--- src/rtl/opend_flag_gen_pkg.sv ---
// Shared definitions for the operation-done flag producer: state encoding
// and default sizing.
package opend_flag_gen_pkg;

    localparam int          NUM_CORES_DEF  = 16;
    localparam int          TMO_W_DEF      = 16;
    localparam logic [15:0] TMO_CYCLES_DEF = 16'd1000;

    typedef enum logic [2:0] {
        ST_IDLE     = 3'd0,
        ST_DISPATCH = 3'd1,
        ST_WAIT     = 3'd2,
        ST_DONE     = 3'd3,
        ST_TIMEOUT  = 3'd4
    } state_e;

endpackage

--- src/rtl/opend_flag_lane.sv ---
// One sticky per-core done flag. Priority: clear, then preset load, then set.
module opend_flag_lane (
    input  logic clk,
    input  logic rst,
    input  logic clr_i,
    input  logic load_i,
    input  logic load_val_i,
    input  logic set_i,
    output logic flag_o
);

    logic flag_q;

    always_ff @(posedge clk or posedge rst) begin
        if (rst) begin
            flag_q <= 1'b0;
        end else if (clr_i) begin
            flag_q <= 1'b0;
        end else if (load_i) begin
            flag_q <= load_val_i;
        end else if (set_i) begin
            flag_q <= 1'b1;
        end
    end

    assign flag_o = flag_q;

endmodule

--- src/rtl/opend_flag_gen.sv ---
// Producer side of the per-core operation-done flag interface: dispatches
// start pulses, collects sticky done flags, and watches for a stalled round.
module opend_flag_gen
    import opend_flag_gen_pkg::*;
#(
    parameter int               NUM_CORES  = NUM_CORES_DEF,
    parameter int               TMO_W      = TMO_W_DEF,
    parameter logic [TMO_W-1:0] TMO_CYCLES = TMO_CYCLES_DEF
) (
    input  logic                 clk,
    input  logic                 rst,
    input  logic                 start,
    input  logic [NUM_CORES-1:0] core_mask,
    input  logic [NUM_CORES-1:0] core_done,
    input  logic                 clear,
    output logic [NUM_CORES-1:0] core_start,
    output logic [NUM_CORES-1:0] op_flags,
    output logic                 all_done,
    output logic                 busy,
    output logic                 timeout
);

    localparam logic [TMO_W-1:0] CNT_ONE  = {{(TMO_W-1){1'b0}}, 1'b1};
    localparam logic [TMO_W-1:0] CNT_LAST = TMO_CYCLES - CNT_ONE;

    state_e                 state_q, state_d;
    logic [NUM_CORES-1:0]   mask_q, mask_d;
    logic [TMO_W-1:0]       cnt_q, cnt_d;
    logic [NUM_CORES-1:0]   core_start_q;
    logic                   all_done_q, busy_q, timeout_q;

    logic [NUM_CORES-1:0]   flags;
    logic [NUM_CORES-1:0]   flags_next;
    logic [NUM_CORES-1:0]   lane_set;
    logic [NUM_CORES-1:0]   lane_load_val;
    logic                   lane_load;
    logic                   lane_clr;

    // Masked-off lanes are preset to 1 so the AND over all lanes only waits
    // on participating cores; a zero mask therefore presets every lane.
    assign lane_load_val = ~core_mask;
    assign flags_next    = flags | lane_set;

    always_comb begin
        state_d   = state_q;
        mask_d    = mask_q;
        cnt_d     = cnt_q;
        lane_load = 1'b0;
        lane_clr  = 1'b0;
        lane_set  = '0;
        case (state_q)
            ST_IDLE: begin
                if (start) begin
                    lane_load = 1'b1;
                    cnt_d     = '0;
                    mask_d    = core_mask;
                    state_d   = (core_mask != '0) ? ST_DISPATCH : ST_DONE;
                end
            end
            ST_DISPATCH: begin
                lane_set = core_done & mask_q;
                state_d  = ST_WAIT;
            end
            ST_WAIT: begin
                lane_set = core_done & mask_q;
                if (cnt_q != '1) begin
                    cnt_d = cnt_q + CNT_ONE;
                end
                if (&flags_next) begin
                    state_d = ST_DONE;
                end else if (cnt_q >= CNT_LAST) begin
                    state_d = ST_TIMEOUT;
                end
            end
            ST_DONE, ST_TIMEOUT: begin
                if (clear) begin
                    lane_clr = 1'b1;
                    mask_d   = '0;
                    cnt_d    = '0;
                    state_d  = ST_IDLE;
                end
            end
            default: begin
                state_d = ST_IDLE;
            end
        endcase
    end

    always_ff @(posedge clk or posedge rst) begin
        if (rst) begin
            state_q      <= ST_IDLE;
            mask_q       <= '0;
            cnt_q        <= '0;
            core_start_q <= '0;
            all_done_q   <= 1'b0;
            busy_q       <= 1'b0;
            timeout_q    <= 1'b0;
        end else begin
            state_q      <= state_d;
            mask_q       <= mask_d;
            cnt_q        <= cnt_d;
            core_start_q <= (state_d == ST_DISPATCH) ? mask_d : '0;
            all_done_q   <= (state_d == ST_DONE);
            busy_q       <= (state_d == ST_DISPATCH) || (state_d == ST_WAIT);
            timeout_q    <= (state_d == ST_TIMEOUT);
        end
    end

    for (genvar g = 0; g < NUM_CORES; g++) begin : g_lane
        opend_flag_lane u_lane (
            .clk        (clk),
            .rst        (rst),
            .clr_i      (lane_clr),
            .load_i     (lane_load),
            .load_val_i (lane_load_val[g]),
            .set_i      (lane_set[g]),
            .flag_o     (flags[g])
        );
    end

    assign core_start = core_start_q;
    assign op_flags   = flags;
    assign all_done   = all_done_q;
    assign busy       = busy_q;
    assign timeout    = timeout_q;

endmodule
--- config.mk ---
export PLATFORM = sky130hd
export DESIGN_NAME = opend_flag_gen
export DESIGN_NICKNAME = d
export VERILOG_FILES = /design/src/rtl/opend_flag_gen_pkg.sv /design/src/rtl/opend_flag_lane.sv /design/src/rtl/opend_flag_gen.sv
export SDC_FILE = /design/constraint.sdc
export NUM_CORES = 1
export LEC_CHECK = 0
export BUFFER_PORTS_ARGS = -buffer_cell sky130_fd_sc_hd__buf_2
export CAP_MARGIN = 10
export CELL_PAD_IN_SITES_DETAIL_PLACEMENT = 0
export CELL_PAD_IN_SITES_GLOBAL_PLACEMENT = 2
export CORE_UTILIZATION = 35
export CTS_CLUSTER_SIZE = 40
export DETAILED_ROUTE_END_ITERATION = 10
export PLACE_DENSITY_LB_ADDON = 0.1
export RECOVER_POWER = 50
export SYNTH_ARGS = -nofsm -noshare
export SYNTH_HDL_FRONTEND = slang
export SYNTH_HIERARCHICAL = 1
export SYNTH_SLANG_ARGS = --single-unit
--- constraint.sdc ---
create_clock -name clk -period 3.1 [get_ports clk]
set_clock_uncertainty 0.2 [all_clocks]
set_input_delay 0.465 -clock clk [delete_from_list [all_inputs] [get_ports clk]]
set_output_delay 0.465 -clock clk [all_outputs]
set_load 0.005 [all_outputs]
==> results of run 1 <==
[how the worst max path moves through the flow]
stage                     startpoint    endpoint  slack [ps]  depth (start not counted)
final                     state_q[1]     timeout         570                          5
after global routing             rst   mask_q[6]         270                          4
after CTS                 state_q[1]        busy         550                          5
after detailed placement  state_q[1]        busy         550                          5
after global placement    state_q[1]  state_q[2]         550                          5
after floorplan           state_q[0]        busy         720                          6
[final cells by class]
cell class,count,area share (%)
clock buffer,13,3.51
inverter,39,3.23
sequential,70,38.7
timing repair buffer,81,9.18
clock inverter,3,0.940
tap,136,3.76
multi-input combinational,242,40.7
[layout by cell type, fill, tap and decap left out, drive strengths merged, types with 2 or more instances in the layout]
| master | Yosys | final |
|---|---|---|
| or2 | 2 | 2 |
| nand2b | 3 | 3 |
| dfrtp | 70 | 70 |
| a21o | 17 | 17 |
| nand3 | 7 | 7 |
| nand2 | 15 | 15 |
| clkbuf | 6 | 28 |
| nor2 | 10 | 10 |
| and3 | 19 | 19 |
| and2 | 3 | 3 |
| or4 | 5 | 5 |
| inv | 39 | 39 |
| nor4 | 15 | 15 |
| nor2b | 16 | 16 |
| and4 | 3 | 3 |
| nor3 | 53 | 53 |
| nand4 | 8 | 8 |
| o21ai | 12 | 12 |
| buf | 10 | 65 |
| o31ai | 16 | 16 |
| a41oi | 16 | 16 |
| o41ai | 3 | 3 |
| a31oi | 2 | 2 |
| a21oi | 4 | 4 |
[critical path: stages, from the launching register on]
cell,delay (ps)
dfrtp_1,620
xor2_4,530
a41oi_1,300
nor4_1,290
and4_1,340
o31ai_1,90
[per-stage QoR]
| step | power [µW] | setup WS (ps) | instance area, µm² | hold slack (ps) |
|---|---|---|---|---|
| 2_1_floorplan | 2590 | 718 | 3840 | -6.29 |
| 3_3_place_gp | 3140 | 549 | 4350 | 281 |
| 3_5_place_dp | 3160 | 548 | 4350 | 288 |
| 4_1_cts | 3930 | 546 | 4560 | 229 |
| 5_1_grt | 4140 | 271 | 4530 | 239 |
| 6_report | 3860 | 573 | 4530 | 248 |
[registers in the layout, summed over array words and instances, names as in the netlist]
name,cells
all_done,1
busy,1
cnt_q,16
core_start,16
g_lane.u_lane/flag_o,16
mask_q,16
state_q,3
timeout,1
[power groups by stage]
stage               Combinational [µW]  Sequential (µW)  Clock, µW
finish                            1650             1460        763
detailed placement                1680             1470          0
floorplan                         1200             1390          0
global route                      1820             1490        824
global placement                  1670             1470          0
CTS                               1690             1450        785
[cell usage after synthesis (all sizes together)]
| library cell | instances | area, µm² |
|---|---|---|
| a211oi | 1 | 7.51 |
| a21o | 17 | 128 |
| a21oi | 4 | 20.0 |
| a22oi | 1 | 7.51 |
| a31o | 1 | 8.76 |
| a31oi | 2 | 12.5 |
| a32o | 1 | 10.0 |
| a41oi | 16 | 148 |
| and2 | 3 | 18.8 |
| and3 | 19 | 119 |
| and4 | 3 | 28.8 |
| buf | 10 | 77.6 |
| clkbuf | 6 | 22.5 |
| dfrtp | 70 | 1750 |
| ha | 1 | 12.5 |
| inv | 39 | 146 |
| mux2i | 1 | 10.0 |
| nand2 | 15 | 56.3 |
| nand2b | 3 | 18.8 |
| nand3 | 7 | 40.0 |
| nand4 | 8 | 56.3 |
| nor2 | 10 | 37.5 |
| nor2b | 16 | 220 |
| nor3 | 53 | 425 |
| nor4 | 15 | 115 |
| o21ai | 12 | 60.1 |
| o21bai | 1 | 7.51 |
| o22a | 1 | 8.76 |
| o22ai | 1 | 6.26 |
| o31ai | 16 | 120 |
| o32a | 1 | 10.0 |
| o32ai | 1 | 16.3 |
| o41ai | 3 | 26.3 |
| or2 | 2 | 12.5 |
| or4 | 5 | 37.5 |
| xnor2 | 1 | 8.76 |
| xor2 | 1 | 27.5 |
[routing by layer]
layer  share of wire, %  vias up
li1                   -     1508
met1                 48     1544
met2                 46       74
met3                4.3       15
met4                1.8        0
met5                  0        -
[kinds of logic (layout without fill, tap and decap cells)]
group | count (synthesis) | in the layout
AND/OR/NAND/NOR | 159 | 159
AO/OA/AOI/OAI | 79 | 79
flip-flops | 70 | 70
buffers and inverters | 55 | 136
XOR/XNOR | 2 | 2
adder cells (fa/ha/maj) | 1 | 1
multiplexers | 1 | 1
==> summary.md, run 1 <==
| Metric | Value |
|---|---|
| CTS Hold Buffers Added | 1 |
| Maxcap violations | 0 |
| Synth Area in Compound Gates | 15.5% |
| Starting Density | 36.7% |
| Sequential share of the synthesized area | 45.6% |
| Cell count after placement | 567 |
| RSZ-0062 raised after global routing | false |
| First-pass GRT wire length | 17200 µm |
| GRT Max-Usage Layer | met2 |
| Reg2reg setup slack | 570 ps |
| WS Path Type | reg2reg |
| Reg2reg end | timeout |
| Net Sw Frac | 40.3% |
| Boundary Pins | 71 |
| Routed WL | 10600 µm |
| Comb pwr share | 42.6% |
| Worst Hold Launch | core_mask[5] |
| Met3 global-route usage | 4.32% |
| Die Wd | 107 µm |
| Met1 GRT Util | 27.5% |
| DIE AREA | 11400 µm² |
| Final Critical Period | 2530 ps |
| Die H | 107 µm |
| Tot GR Track Use | 20.2% |
| Worst Tran Pin Value | 952 ps |
| Post-Layout Cell Count | 584 |
| Status | finished clean |
| Cell variety after synth | 49 |
| Post-CTS Resized | 0 |
| Via count | 3141 |
| NumNets Final | 480 |
| CTS tree | yes |
| Number of global-route vias before repair | 3135 |
| Reg area | 1750 µm² |
| Arrival @ worst endpoint | 2530 ps |
| CTS Buf Count | 9 |
| Worst Setup Start Kind | flop |
| Post-DRT Antenna Nets | 0 |
| Clk Latency, worst-skew pair | 350 ps |
| FP Rows | 37 |
| Rel. slew slack | 36.5% |
| Largest net degree at the start of global routing | 39 |
| Internal | 2310 µW |
| Cell Pwr Density | 854 nW/µm² |
| Crit. End Element | flop |
| Syn_area_per_cell | 10.5 µm² |
| Htree depth | 3 |
| XOR/XNOR Fraction of Synth Area | 0.945% |
| Critical-path maximum fanout | 17 |
| PortBufs | 70 |
| Clock Path Buffers | 2 |
| Reg2reg start | state_q[1] |
| Worst-path clk slew | 80 ps |
| Clk root buf | clkbuf_8 |
| Fmax | 0.396 GHz |
| Multiplexer share of the synthesized area | 0.261% |
| TritonRoute pass-1 iters | 4 |
| Worst R2R Path Depth | 5 |
| Detailed Place HPWL | 7480 µm |
| Slew Limit Fails | 0 |
| Initial antenna violation count | 0 |
| VDD IR max | 330 µV |
| Worst hold path type | in2reg |
| Setup-failing EPs final | 0 |
| Met2 Use GR | 31.4% |
| Synth warnings | 6 |
| Syn Inst Count | 367 |
| Net Switching | 1560 µW |
| Hold Violations, Final | 0 |
| Hold worst-path end | core_start[5] |
| Placeable Area | 10500 µm² |
| Fillers | 1087 |
| Post-Synth Adder-Cell Area | 0.326% |
| Synthesized net count | 404 |
| Area growth syn-to-layout | 17.9% |
| Multi-input logic area | 1840 µm² |
| Clock Power Share | 19.7% |
| Leakage | 0.00217 µW |
| Grt ovf | 0 |
| Period utilization | 81.5% |
| Clock sink total | 70 |
| Post-synth design cell area | 3840 µm² |
| FF+latch count, synth | 70 |
| Drt via density | 5.38 |
| Req. time, crit path | 3100 ps |
| Post-CTS Setup Repair Bufs | 0 |
| Diodes inserted | 0 |
| Reg power frac | 37.7% |
| Final Util | 43.3% |
| Share of cells above drive strength 1 | 30.8% |
| Largest family of logic cells by synthesized area | simple AND/OR/NAND/NOR gates |
| Synth Area in Simple Gates | 30.9% |
| Hold path cells | 3 |
| Setup TNS | 0 ps |
| DR WL/cell | 18.1 µm |
| DRC errors left | 0 |
| RePlAce Congestion | 0.761 |
| 1st-iter DRT viols | 173 |
No activity file was read; power rests on OpenSTA's default activity.
==> run 2, diff against run 1 <==
--- a/config.mk
+++ b/config.mk
@@ -9,7 +9,7 @@
 export CAP_MARGIN = 10
 export CELL_PAD_IN_SITES_DETAIL_PLACEMENT = 0
 export CELL_PAD_IN_SITES_GLOBAL_PLACEMENT = 2
-export CORE_UTILIZATION = 35
+export CORE_UTILIZATION = 32
 export CTS_CLUSTER_SIZE = 40
 export DETAILED_ROUTE_END_ITERATION = 10
 export PLACE_DENSITY_LB_ADDON = 0.1
==> constraint.sdc (replaced) <==
create_clock -name clk -period 2.22 [get_ports clk]
set_clock_uncertainty 0.2 [all_clocks]
set_input_delay 0.333 -clock clk [delete_from_list [all_inputs] [get_ports clk]]
set_output_delay 0.333 -clock clk [all_outputs]
set_load 0.005 [all_outputs]
==> run 2 against run 1 <==
The flow now finishes with violations (design-rule violations). Register-to-register slack got worse by 480 ps. Worst setup slack got worse by 480 ps. First-iteration DRC count increased by 6.4%. Via count increased by 4.0%. Worst hold slack got worse by 130 ps. Non-clock buffer count increased by 23. Die area increased by 9.2%. Critical path type unchanged. Largest power group unchanged.
==> summary.md, run 2 (synthesis results as in run 1) <==
| Metric | Value |
|---|---|
| Status | finished with violations |
| Failing checks | design-rule violations |
| Cell count after placement | 592 |
| Htree depth | 3 |
| Leading cell type in the layout, fill and taps excluded | dfrtp_1 |
| Starting Density | 33.2% |
| Setup-failing EPs final | 0 |
| Slew Limit Fails | 0 |
| Die Wd | 112 µm |
| Fmax | 0.470 GHz |
| Worst Setup Start Kind | flop |
| Largest net degree at the start of global routing | 32 |
| Share of cells above drive strength 1 | 39.2% |
| Worst hold path type | in2reg |
| First-pass GRT wire length | 18900 µm |
| Maxcap violations | 0 |
| Detailed Place HPWL | 8270 µm |
| Tot GR Track Use | 19.9% |
| 1st-iter DRT viols | 184 |
| DRC errors left | 7 |
| VDD IR max | 492 µV |
| Area growth syn-to-layout | 29.7% |
| Boundary Pins | 71 |
| Worst Hold Launch | core_mask[7] |
| CP cell instances | xor2_4, buf_4, buf_4, a41oi_2, nor4_1, and4_4, o31ai_2 |
| Worst-path clk slew | 60 ps |
| Number of global-route vias before repair | 3429 |
| Hold Violations, Final | 0 |
| CTS Buf Count | 9 |
| Slowest CP cell | dfrtp_2 |
| Clk Latency, worst-skew pair | 340 ps |
| CP Launch Point | state_q[1] |
| Rel. slew slack | 35.0% |
| Period utilization | 95.8% |
| Initial antenna violation count | 0 |
| Final Critical Period | 2130 ps |
| PortBufs | 70 |
| Cell Pwr Density | 1270 nW/µm² |
| TritonRoute pass-1 iters | 9 |
| RSZ-0062 raised after global routing | true |
| Most common cell on crit path | buf_4 |
| Grt ovf | 0 |
| WS Path Type | reg2reg |
| Post-DRT Antenna Nets | 0 |
| Reg2reg start | state_q[1] |
| FP Rows | 39 |
| Crit. End Element | flop |
| Critical-path maximum fanout | 4 |
| Critical Path Max Stage Delay | 440 ps |
| Most frequent cells in the layout | dfrtp_1, buf_2, inv_1, nor3_2, buf_4 |
| DIE AREA | 12400 µm² |
| Routed WL | 11500 µm |
| Diodes inserted | 0 |
| DR WL/cell | 18.7 µm |
| Clock sink total | 70 |
| Clock Path Buffers | 2 |
| Post-Layout Cell Count | 615 |
| Drt via density | 5.31 |
| Placeable Area | 11600 µm² |
| Req. time, crit path | 2220 ps |
| Arrival @ worst endpoint | 2130 ps |
| Leakage | 0.00234 µW |
| Clk root buf | clkbuf_16 |
| Die H | 112 µm |
| Via count | 3267 |
| Worst Tran Pin Value | 974 ps |
| NumNets Final | 504 |
| CTS tree | yes |
| RePlAce Congestion | 0.787 |
| Setup TNS | 0 ps |
==> run 2: cell types whose count changed in the layout (fill, tap and decap cells not counted), moves of 3 or more <==
cell,delta
a41oi_2,+10
nor4_1,-3
buf_4,+22
clkbuf_16,+9
clkbuf_8,-10
nor4_2,+3
a41oi_1,-11
==> run 2: path summary, 6_finish.rpt <==
kind	cells past startpoint	slack, ps	endpoint
min reg2reg	1	300	mask_q[10]
max reg2reg	7	90	timeout
max in group asynchronous	4	300	state_q[1]
min	3	120	core_start[7]
min in group asynchronous	3	570	g_lane[15].u_lane/flag_o
max	7	90	timeout
==> run 2: per-layer routing <==
layer  track usage (%)  routed length [µm]
met1              26.5                5310
met3              4.74                 593
met2              31.7                5440
met4              6.67                 174
met5                 0                   0
==> run 2: report_power, final <==
part | internal (µW) | switching (µW) | total [µW] | leakage (µW)
Clock | 896 | 565 | 1460 | 0.000148
Combinational | 1290 | 1530 | 2830 | 0.00129
Sequential | 1670 | 375 | 2040 | 0.000904
==> run 2: cell type report <==
| type | instances | area, µm² |
|---|---|---|
| Inverter | 39 | 146 |
| Tap cell | 143 | 179 |
| Timing Repair Buffer | 104 | 609 |
| Clock inverter | 6 | 61.3 |
| Clock buffer | 10 | 239 |
| Multi-Input combinational cell | 243 | 1990 |
| Fill cell | 1151 | 6580 |
| Sequential cell | 70 | 1750 |
==> run 2: per-stage QoR <==
| stage | cell area (µm²) | hold slack, ps | total power, µW | setup WS, ps | util (%) |
|---|---|---|---|---|---|
| 6_report | 4980 | 120 | 6330 | 92.2 | 43.1 |
| 5_1_grt | 4980 | 127 | 6780 | -3.13 | 43.1 |
| 4_1_cts | 4840 | 106 | 6210 | 0.199 | 41.8 |
| 3_5_place_dp | 4510 | 181 | 4650 | -117 | 39.0 |
| 3_3_place_gp | 4510 | 176 | 4630 | -122 | 39.0 |
| 2_1_floorplan | 3840 | -138 | 3610 | 86.0 | - |
==> run 2: timing repair <==
action,in CTS,in global routing
hold buffers,1,0
setup buffers,2,3
gates resized for setup,2,24
hold endpoints to repair,25,0
cloned,0,1
setup endpoints to repair,3,22
pin swaps,2,12
==> run 2: critical path: cells and delay by family, from the launching register on <==
family	cells	cell delay (ps)
xor+xnor	1	190
simple gates	2	610
buf+inv	2	300
flops	1	440
compound gates	2	260
==> run 3, diff against run 2 <==
--- a/config.mk
+++ b/config.mk
@@ -5,11 +5,13 @@
 export SDC_FILE = /design/constraint.sdc
 export NUM_CORES = 1
 export LEC_CHECK = 0
+export ABC_AREA = 1
 export BUFFER_PORTS_ARGS = -buffer_cell sky130_fd_sc_hd__buf_2
 export CAP_MARGIN = 10
 export CELL_PAD_IN_SITES_DETAIL_PLACEMENT = 0
 export CELL_PAD_IN_SITES_GLOBAL_PLACEMENT = 2
-export CORE_UTILIZATION = 32
+export CORE_UTILIZATION = 29
+export CTS_BUF_LIST = sky130_fd_sc_hd__clkbuf_8
 export CTS_CLUSTER_SIZE = 40
 export DETAILED_ROUTE_END_ITERATION = 10
 export PLACE_DENSITY_LB_ADDON = 0.1
==> run 3 against run 2 <==
The run now ends clean. Register-to-register slack better by 40 ps. Die area increased by 11%. Worst setup slack better by 45 ps. Critical path type unchanged.
==> summary.md, run 3 <==
| Metric | Value |
|---|---|
| Worst R2R Path Depth | 12 |
| Cell variety after synth | 28 |
| Clock sink total | 70 |
| CP Launch Point | state_q[1] |
| Leakage | 0.00287 µW |
| Ys flop type | dfrtp_1 |
| Reg2reg setup slack | 140 ps |
| Period utilization | 93.8% |
| Slew Limit Fails | 0 |
| Syn Inst Count | 564 |
| Cell Pwr Density | 1010 nW/µm² |
| Post-DRT Antenna Nets | 0 |
| Detailed Place HPWL | 7950 µm |
| DR WL/cell | 13.5 µm |
| Crit. End Element | flop |
| Tot GR Track Use | 17.3% |
| Synth warnings | 6 |
| Syn_area_per_cell | 6.88 µm² |
| Synth area leaders | dfrtp_1, inv_1, nand2_1 |
| DRC errors left | 0 |
| Arrival @ worst endpoint | 2130 ps |
| Fillers | 1471 |
| Die H | 118 µm |
| WS Path Type | reg2reg |
| Fmax | 0.480 GHz |
| Cell area after layout | 4700 µm² |
| Worst-path clk slew | 80 ps |
| FF+latch count, synth | 70 |
| Min Hold Slack | 44.7 ps |
| Worst setup path endpoint | busy |
| Setup-failing EPs final | 0 |
| Critical-path maximum fanout | 8 |
| Clock Path Buffers | 2 |
| First-pass GRT wire length | 18200 µm |
| Top cell type's share of synthesized area | 45.1% |
| VDD IR max | 468 µV |
| Worst hold path type | in2reg |
| Pwr Total | 4730 µW |
| Hold Violations, Final | 0 |
| Reg2reg end | busy |
| Worst Setup Start Kind | flop |
| PortBufs | 70 |
| NumNets Final | 686 |
| Cell accounting for the most synthesized area | dfrtp_1 |
| Worst path buffer plus inverter count | 0 |
| CP cell instances | nor2_2, nand2_2, nand2_8, nand2_1, nand2_1, nand2_1, nor2_1, nand2_1, nor2_4, nand2_2, nand3_1, nand2_1 |
| Leading cell type in the layout, fill and taps excluded | inv_1 |
| TritonRoute pass-1 iters | 4 |
| Final Util | 36.7% |
| 1st-iter DRT viols | 116 |
| Status | finished clean |
| Post-DP Area | 4490 µm² |
| Routed WL | 11100 µm |
| Final Critical Period | 2080 ps |
| Most common cell on crit path | nand2_1 |
| Worst Tran Pin Value | 1080 ps |
| Maxcap violations | 0 |
| RSZ-0062 raised after global routing | true |
| Synthesized net count | 601 |
| Slowest CP cell | dfrtp_1 |
| Critical Path Max Stage Delay | 450 ps |
| Async set or reset register ratio after synthesis | 100% |
| Reg2reg start | state_q[1] |
| Drt via density | 4.15 |
| Initial antenna violation count | 0 |
| Clk root buf | clkbuf_8 |
| Diodes inserted | 0 |
| CP Depth | 12 |
| Req. time, crit path | 2270 ps |
| Most frequent cells in the layout | inv_1, nand2_1, dfrtp_1, nor2_1, buf_2 |
| RePlAce Congestion | 0.791 |
| CTS Buf Count | 9 |
| Largest net degree at the start of global routing | 38 |
| Clk Latency, worst-skew pair | 370 ps |
| Post-synth top cells | inv_1, nand2_1, dfrtp_1 |
| Number of global-route vias before repair | 3405 |
| Number of synthesized flops with an enable pin | 0 |
| Grt ovf | 0 |
| DIE AREA | 13900 µm² |
| Share of cells above drive strength 1 | 15.2% |
| Htree depth | 3 |
| Starting Density | 30.3% |
| Boundary Pins | 71 |
| Area growth syn-to-layout | 21.1% |
| Top-count cell post-synth | inv_1 |
| CTS tree | yes |
| Rel. slew slack | 27.9% |
| Post-synth design cell area | 3880 µm² |
| Die Wd | 118 µm |
| Sequential share of the synthesized area | 45.1% |
| Via count | 3420 |
| Placeable Area | 12800 µm² |
| FP Rows | 41 |
| Delay-heaviest family, CP | simple AND/OR/NAND/NOR gates |
==> run 3: cell types whose count changed after synthesis, moves of 15 or more <==
cell     previous run  this run
a21o_1             17         1
a41oi_1            15         0
and3_1             19         0
inv_1              38       164
nand2_1            15       137
nor2_1             10        69
nor2b_4            16         0
nor3_1             21         5
nor3_2             32         0
o21ai_0             4        40
==> run 3: cell families after synthesis <==
group	after synthesis	synth area share [%]
compound gates	56	7.96
xor+xnor	12	2.71
fa+ha+maj	1	0.322
buf+inv	178	17.8
flops	70	45.1
simple gates	247	26.1
==> run 3: layout make-up <==
cell class              instances  area, µm²  share of cell area, %
repair buffers                 84        468                   9.95
clock buffers                  11        151                   3.22
clock inverters                 4       16.3                  0.346
flip-flops and latches         70       1750                   37.2
well taps                     172        215                   4.58
inverters                     167        627                   13.3
multi-input cells             317       1470                   31.3
==> run 3: worst min path at each step <==
stage / start / endpoint / cells after the start
5_1_grt: core_mask[10] / core_start[10] / 3
3_5_place_dp: rst / g_lane[2].u_lane/flag_o / 2
6_report: core_mask[14] / core_start[14] / 3
4_1_cts: core_mask[10] / core_start[10] / 3
2_1_floorplan: rst / g_lane[0].u_lane/flag_o / 1
3_3_place_gp: rst / g_lane[15].u_lane/flag_o / 2
==> run 3: worst reg2reg max path: stages, from the launching register on <==
cell and delay, ps:
dfrtp_1 450, nor2_2 150, nand2_2 150, nand2_8 140, nand2_1 80, nand2_1 60, nand2_1 70, nor2_1 130
nand2_1 130, nor2_4 140, nand2_2 90, nand3_1 100, nand2_1 70
==> run 3: through the flow <==
stage | setup TNS [ps] | instances | setup WS (ps)
floorplan | 0 | 564 | 136
global placement | 0 | 807 | 50.0
detailed placement | 0 | 807 | 41.9
CTS | 0 | 824 | 19.5
global route | -17.1 | 825 | -17.1
finish | 0 | 825 | 137
==> run 3: repair_timing <==
item                                    in CTS  in global routing
hold buffers                                 2                  0
setup buffers                                0                  0
hold endpoints to repair                    17                  0
resized for setup                            0                  7
endpoints found under the setup margin       0                  2
==> run 3: where the power goes <==
group          internal [µW]  switching [µW]  total, µW  leakage [µW]
clock network            447             486        933     0.0000990
logic                    672            1260       1930       0.00187
registers               1640             227       1860      0.000898
total                   2750            1970       4730       0.00287
==> run 3: layer usage <==
metal	track usage, %	wire length, µm
met3	3.20	336
met2	27.2	5120
met4	7.45	176
met1	23.2	5510
met5	0	0
